File: config.mk
export PLATFORM = sky130hd
export DESIGN_NAME = ant_motion_ctrl
export DESIGN_NICKNAME = d
export VERILOG_FILES = /design/src/rtl/ant_pkg.sv /design/src/rtl/ant_corner_gen.sv /design/src/rtl/ant_motion_ctrl.sv
export SDC_FILE = /design/constraint.sdc
export NUM_CORES = 1
export LEC_CHECK = 0
export ABC_AREA = 1
export BUFFER_PORTS_ARGS = -buffer_cell sky130_fd_sc_hd__buf_4
export CORE_UTILIZATION = 35
export DETAILED_ROUTE_END_ITERATION = 12
export PLACE_DENSITY = 0.54
export RECOVER_POWER = 50
export SYNTH_ARGS = -nofsm -noshare
export SYNTH_HDL_FRONTEND = slang
export SYNTH_HIERARCHICAL = 1
export SYNTH_SLANG_ARGS = --single-unit
export TNS_END_PERCENT = 30
File: constraint.sdc
create_clock -name clk -period 2.8 [get_ports clk]
set_input_delay 0.56 -clock clk [delete_from_list [all_inputs] [get_ports clk]]
set_output_delay 0.56 -clock clk [all_outputs]
set_load 0.02 [all_outputs]
File: src/rtl/ant_pkg.sv
// ant_pkg: maze geometry, direction and FSM encodings shared by the ant movement logic.
// Revision 1.0
`default_nettype none

package ant_pkg;

  localparam int TILE     = 60;
  localparam int MAP_COLS = 14;
  localparam int MAP_ROWS = 8;
  localparam int MAP_W    = TILE * MAP_COLS;
  localparam int MAP_H    = TILE * MAP_ROWS;

  typedef enum logic [1:0] {
    DIR_UP    = 2'd0,
    DIR_DOWN  = 2'd1,
    DIR_LEFT  = 2'd2,
    DIR_RIGHT = 2'd3
  } dir_e;

  typedef enum logic [2:0] {
    S_IDLE   = 3'd0,
    S_CALC   = 3'd1,
    S_PROBE0 = 3'd2,
    S_PROBE1 = 3'd3,
    S_PROBE2 = 3'd4,
    S_PROBE3 = 3'd5,
    S_COMMIT = 3'd6,
    S_REJECT = 3'd7
  } state_e;

endpackage

`default_nettype wire

File: src/rtl/ant_corner_gen.sv
// ant_corner_gen: maps a candidate top-left position and corner index to that sprite corner.
// Revision 1.0
`default_nettype none

module ant_corner_gen #(
  parameter int SPRITE = 20
) (
  input  logic [10:0] cx_i,
  input  logic [10:0] cy_i,
  input  logic [1:0]  idx_i,
  output logic [10:0] corner_x_o,
  output logic [10:0] corner_y_o
);

  // Index bit 0 selects the right edge, bit 1 the bottom edge.
  assign corner_x_o = idx_i[0] ? (cx_i + 11'(SPRITE - 1)) : cx_i;
  assign corner_y_o = idx_i[1] ? (cy_i + 11'(SPRITE - 1)) : cy_i;

endmodule

`default_nettype wire

File: src/rtl/ant_motion_ctrl.sv
// ant_motion_ctrl: tick-driven ant movement with four-corner walkability probing via the map lookup.
// Revision 1.0
`default_nettype none

module ant_motion_ctrl
  import ant_pkg::*;
#(
  parameter int STEP    = 2,
  parameter int SPRITE  = 20,
  parameter int START_X = 70,
  parameter int START_Y = 70
) (
  input  logic        clk,
  input  logic        resetn,
  input  logic        move_tick,
  input  logic        btn_up,
  input  logic        btn_down,
  input  logic        btn_left,
  input  logic        btn_right,
  input  logic        in_bounds,
  output logic [10:0] probe_x,
  output logic [10:0] probe_y,
  output logic [10:0] pos_x,
  output logic [10:0] pos_y,
  output logic        busy,
  output logic        moved,
  output logic        blocked
);

  state_e      state_q, state_d;
  dir_e        dir_q, dir_d;
  logic [10:0] pos_x_q, pos_x_d, pos_y_q, pos_y_d;
  logic [10:0] probe_x_q, probe_x_d, probe_y_q, probe_y_d;
  logic [10:0] cand_x_q, cand_x_d, cand_y_q, cand_y_d;

  logic [11:0] cand_x_w, cand_y_w;
  logic        underflow_w, oob_w;
  logic [10:0] cg_x_w, cg_y_w, corner_x_w, corner_y_w;
  logic [1:0]  cg_idx_w;

  // Candidate is formed in 12 bits so the edge checks cannot wrap.
  always_comb begin
    cand_x_w    = {1'b0, pos_x_q};
    cand_y_w    = {1'b0, pos_y_q};
    underflow_w = 1'b0;
    case (dir_q)
      DIR_UP: begin
        underflow_w = pos_y_q < 11'(STEP);
        cand_y_w    = {1'b0, pos_y_q} - 12'(STEP);
      end
      DIR_DOWN:  cand_y_w = {1'b0, pos_y_q} + 12'(STEP);
      DIR_LEFT: begin
        underflow_w = pos_x_q < 11'(STEP);
        cand_x_w    = {1'b0, pos_x_q} - 12'(STEP);
      end
      DIR_RIGHT: cand_x_w = {1'b0, pos_x_q} + 12'(STEP);
      default: ;
    endcase
  end

  assign oob_w = underflow_w
               | ((cand_x_w + 12'(SPRITE)) > 12'(MAP_W))
               | ((cand_y_w + 12'(SPRITE)) > 12'(MAP_H));

  // CALC feeds the fresh candidate for corner 0; PROBEk asks for corner k+1.
  always_comb begin
    cg_x_w   = cand_x_q;
    cg_y_w   = cand_y_q;
    cg_idx_w = 2'd0;
    case (state_q)
      S_CALC: begin
        cg_x_w = cand_x_w[10:0];
        cg_y_w = cand_y_w[10:0];
      end
      S_PROBE0: cg_idx_w = 2'd1;
      S_PROBE1: cg_idx_w = 2'd2;
      S_PROBE2: cg_idx_w = 2'd3;
      default:  cg_idx_w = 2'd0;
    endcase
  end

  ant_corner_gen #(
    .SPRITE (SPRITE)
  ) u_corner_gen (
    .cx_i       (cg_x_w),
    .cy_i       (cg_y_w),
    .idx_i      (cg_idx_w),
    .corner_x_o (corner_x_w),
    .corner_y_o (corner_y_w)
  );

  always_comb begin
    state_d   = state_q;
    dir_d     = dir_q;
    pos_x_d   = pos_x_q;
    pos_y_d   = pos_y_q;
    probe_x_d = probe_x_q;
    probe_y_d = probe_y_q;
    cand_x_d  = cand_x_q;
    cand_y_d  = cand_y_q;
    case (state_q)
      S_IDLE: begin
        probe_x_d = pos_x_q;
        probe_y_d = pos_y_q;
        if (move_tick && (btn_up || btn_down || btn_left || btn_right)) begin
          if (btn_up)        dir_d = DIR_UP;
          else if (btn_down) dir_d = DIR_DOWN;
          else if (btn_left) dir_d = DIR_LEFT;
          else               dir_d = DIR_RIGHT;
          state_d = S_CALC;
        end
      end
      S_CALC: begin
        if (oob_w) begin
          state_d = S_REJECT;
        end else begin
          cand_x_d  = cand_x_w[10:0];
          cand_y_d  = cand_y_w[10:0];
          probe_x_d = corner_x_w;
          probe_y_d = corner_y_w;
          state_d   = S_PROBE0;
        end
      end
      S_PROBE0, S_PROBE1, S_PROBE2: begin
        if (!in_bounds) begin
          state_d = S_REJECT;
        end else begin
          probe_x_d = corner_x_w;
          probe_y_d = corner_y_w;
          case (state_q)
            S_PROBE0: state_d = S_PROBE1;
            S_PROBE1: state_d = S_PROBE2;
            default:  state_d = S_PROBE3;
          endcase
        end
      end
      S_PROBE3: state_d = in_bounds ? S_COMMIT : S_REJECT;
      S_COMMIT: begin
        pos_x_d = cand_x_q;
        pos_y_d = cand_y_q;
        state_d = S_IDLE;
      end
      S_REJECT: state_d = S_IDLE;
      default:  state_d = S_IDLE;
    endcase
  end

  always_ff @(posedge clk or negedge resetn) begin
    if (!resetn) begin
      state_q   <= S_IDLE;
      dir_q     <= DIR_UP;
      pos_x_q   <= 11'(START_X);
      pos_y_q   <= 11'(START_Y);
      probe_x_q <= 11'(START_X);
      probe_y_q <= 11'(START_Y);
      cand_x_q  <= 11'(START_X);
      cand_y_q  <= 11'(START_Y);
    end else begin
      state_q   <= state_d;
      dir_q     <= dir_d;
      pos_x_q   <= pos_x_d;
      pos_y_q   <= pos_y_d;
      probe_x_q <= probe_x_d;
      probe_y_q <= probe_y_d;
      cand_x_q  <= cand_x_d;
      cand_y_q  <= cand_y_d;
    end
  end

  assign probe_x = probe_x_q;
  assign probe_y = probe_y_q;
  assign pos_x   = pos_x_q;
  assign pos_y   = pos_y_q;
  assign busy    = (state_q != S_IDLE);
  assign moved   = (state_q == S_COMMIT);
  assign blocked = (state_q == S_REJECT);

endmodule

`default_nettype wire

==> results.md <==
* Run status: complete, but fails checks
* Failing checks: max-capacitance violations, max-slew violations
* Total CTS buffers at 9
* Worst-Skew Late Latency at 0.35 ns
* Syn_area_per_cell at 6.57 um^2
* Min-delay worst type: flip-flop to flip-flop
* Post-DR wirelength/cell at 14.3 um
* Post-synthesis cell count at 801
* Combinational share of power at 66.5%
* Main synth FF type: dfrtp_1
* Worst Path Max Fanout at 5
* Area grow syn2layout at 27.8%
* Yosys top cell area share at 25.2%
* Layout net count at 908
* Top cell type by total area after synthesis: dfrtp_1
* 1st-iter DRT viols at 260
* Global-route wire length before repair at 24700 um
* Worst setup SP type: flip-flop
* Post-Route WL at 15400 um
* Sw frac at 49.0%
* Placement-stage cell area at 6090 um^2
* Initial Utilization at 36.1%
* Min Hold Slack at 0.460 ns
* Clk network pwr share at 13.4%
* Max Fclk at 358 MHz
* Via density at 4.82
* Critical setup path kind: flip-flop to flip-flop
* Clock-pin slew on the worst setup and hold paths at 0.06 ns
* Top cells by area, synth: dfrtp_1 25%, nand2_1 21%, dfstp_2 9.0%
* Distinct cell type count after synthesis at 39
* EDFF count, synth at 0
* Final Hold Viols at 0
* H-tree depth at 3
* Layout Skew at 0.0106 ns
* Pre-Repair DR Iteration Count at 4
* CTS tree: built
* Synthesized cell area at 5270 um^2
* Pwr/cell area at 1410 nW/um^2
* Seq pwr share at 20.2%
* Setup Total Neg Slack at 0 ns
* Die extent in x at 125 um
* Grt ovf at 0
* Sink Count at 71
* Worst hold path cell count at 2
* CTS Buffer Depth at 2
* Std-Cell Core Area at 14600 um^2
* FF-to-FF setup slack at 0.008 ns
* Design area at 6730 um^2
* Reg2Reg Depth at 22
* Switch Pwr at 4630 uW
* Flops & latches, synth at 71
* Ant diodes at 0
* Chip height at 125 um
* Worst EP arrival at 3.02 ns
* RSZ-0062 raised after global routing: true
* Fin crit share at 99.7%
* Vias in the first global route at 4842
* Slew @ Worst Pin at 1.88 ns
* Layout cells sized above 1 at 27.1%
* Die ar. at 15500 um^2
* # fillers at 1554
* Mapped Nets at 817
* P_int at 4830 uW
* GPL Wtd Cong at 0.881
* Max Cap Violations at 1
* Post-DP HPWL at 11500 um
* Synth top cells by count: 297 x nand2_1, 90 x inv_1, 76 x nand3_1, 58 x o21ai_0, 56 x nor2_1
* Yosys warns at 6
* Seq/Total Area, Yosys at 34.2%
* CTS root buf: clkbuf_16
* VDD IR max at 695 uV
* DRC violations left at 0
* Ys async rst share at 100%
* Row count at 44
* ANT nets after route at 0
* Tmin final at 2.79 ns
* Routed via count at 5210
* Slew headroom at -25.0%
* Gr usage total at 20.2%
* Port Buf Inserts at 54
* Setup violators final at 0
* Max Slew Vio Count at 72
* Critical path capture point type: flip-flop
* Cts hold-fix bufs at 0
* CP required at 3.03 ns
* Count leader, synth: nand2_1
* Initial antenna violation count at 0
* Ports at 55
* Pwr Total at 9460 uW
* Pin count of the biggest net entering global routing at 72
* Leak pwr at 0.00346 uW
[state kept, by name, summed over array words and instances, names as in the netlist]
register	count
cand_x_q	11
cand_y_q	11
dir_q	2
pos_x	11
pos_y	11
probe_x	11
probe_y	11
state_q	3
[cells in the final DEF (no fill, tap or decap), types with 18 or more instances in the layout]
cell type	netlist	routed
buf_4	6	97
dfrtp_1	53	52
dfstp_2	18	18
inv_1	90	84
nand2_1	297	265
nand2_2	8	34
nand3_1	76	74
nor2_1	56	48
o21a_1	21	21
o21ai_0	58	56
[kinds of logic (layout without fill, tap and decap cells)]
logic type	Yosys count	count (layout)	share of synthesized area [%]
compound gates	106	106	12.5
simple gates	473	473	38.3
buf+inv	130	226	10.8
xor+xnor	12	12	2.14
flops	71	71	34.2
mux	1	1	0.214
fa+ha+maj	8	8	1.90
[what timing repair did]
item,in CTS,in global routing
pin swaps,4,13
endpoints found under the setup margin,41,45
resized for setup,5,70
setup buffers,0,6
gates cloned,0,3
[routing by layer]
layer | share of wire [%] | vias to the layer above | global-route usage [%]
li1 | - | 2722 | -
met1 | 45 | 2398 | 24.8
met2 | 50 | 77 | 35.7
met3 | 3.2 | 13 | 3.26
met4 | 1.7 | 0 | 6.45
met5 | 0 | - | 0
[stage by stage]
stage	instances	setup WS [ns]	util, %
finish	1081	0.00840	46.1
global route	1081	-0.186	46.1
CTS	1072	-0.0504	44.0
detailed placement	1056	-0.117	41.7
global placement	1056	-0.0834	41.7
floorplan	801	0.0185	-
[path summary, 6_finish.rpt]
check | startpoint | to
setup / recovery | pos_x[2] | probe_x[5]
hold / removal | probe_y[2] | probe_y[2]
setup reg to reg | pos_x[2] | probe_x[5]
hold reg to reg | probe_y[2] | probe_y[2]
max in group asynchronous | resetn | dir_q[0]
min in group asynchronous | resetn | pos_y[8]
[final cells by class]
class / instances / area [um^2] / area share, %
clock buffer: 12 / 246 / 3.66
inverter: 103 / 398 / 5.91
tap: 184 / 230 / 3.42
clock inverter: 4 / 70.1 / 1.04
multi-input combinational: 600 / 3100 / 46.1
timing repair buffer: 107 / 881 / 13.1
sequential: 71 / 1800 / 26.8
[critical path: stages, from the launching register on]
cell	delay, ns
dfstp_2	0.57
inv_2	0.06
ha_4	0.16
nand2_2	0.06
nand2_2	0.07
nand2_2	0.06
nand2_2	0.05
nand2_2	0.08
inv_2	0.04
ha_4	0.14
inv_2	0.05
nand4_1	0.14
nand3_2	0.18
nor2_1	0.06
nand2_1	0.07
nand2_2	0.08
nor2_4	0.14
nand4_4	0.14
nand2_4	0.14
nand2_8	0.08
clkbuf_16	0.19
nand2_2	0.05
nand2_1	0.04
[power by group through the flow]
stage	clock (uW)	combinational, uW	sequential, uW
after floorplan	0	3720	2060
after global placement	0	5580	1910
after detailed placement	0	5610	1890
after CTS	1300	5670	1880
after global routing	1330	7030	1970
final	1260	6290	1910
Power figures use the tool's default switching activity.
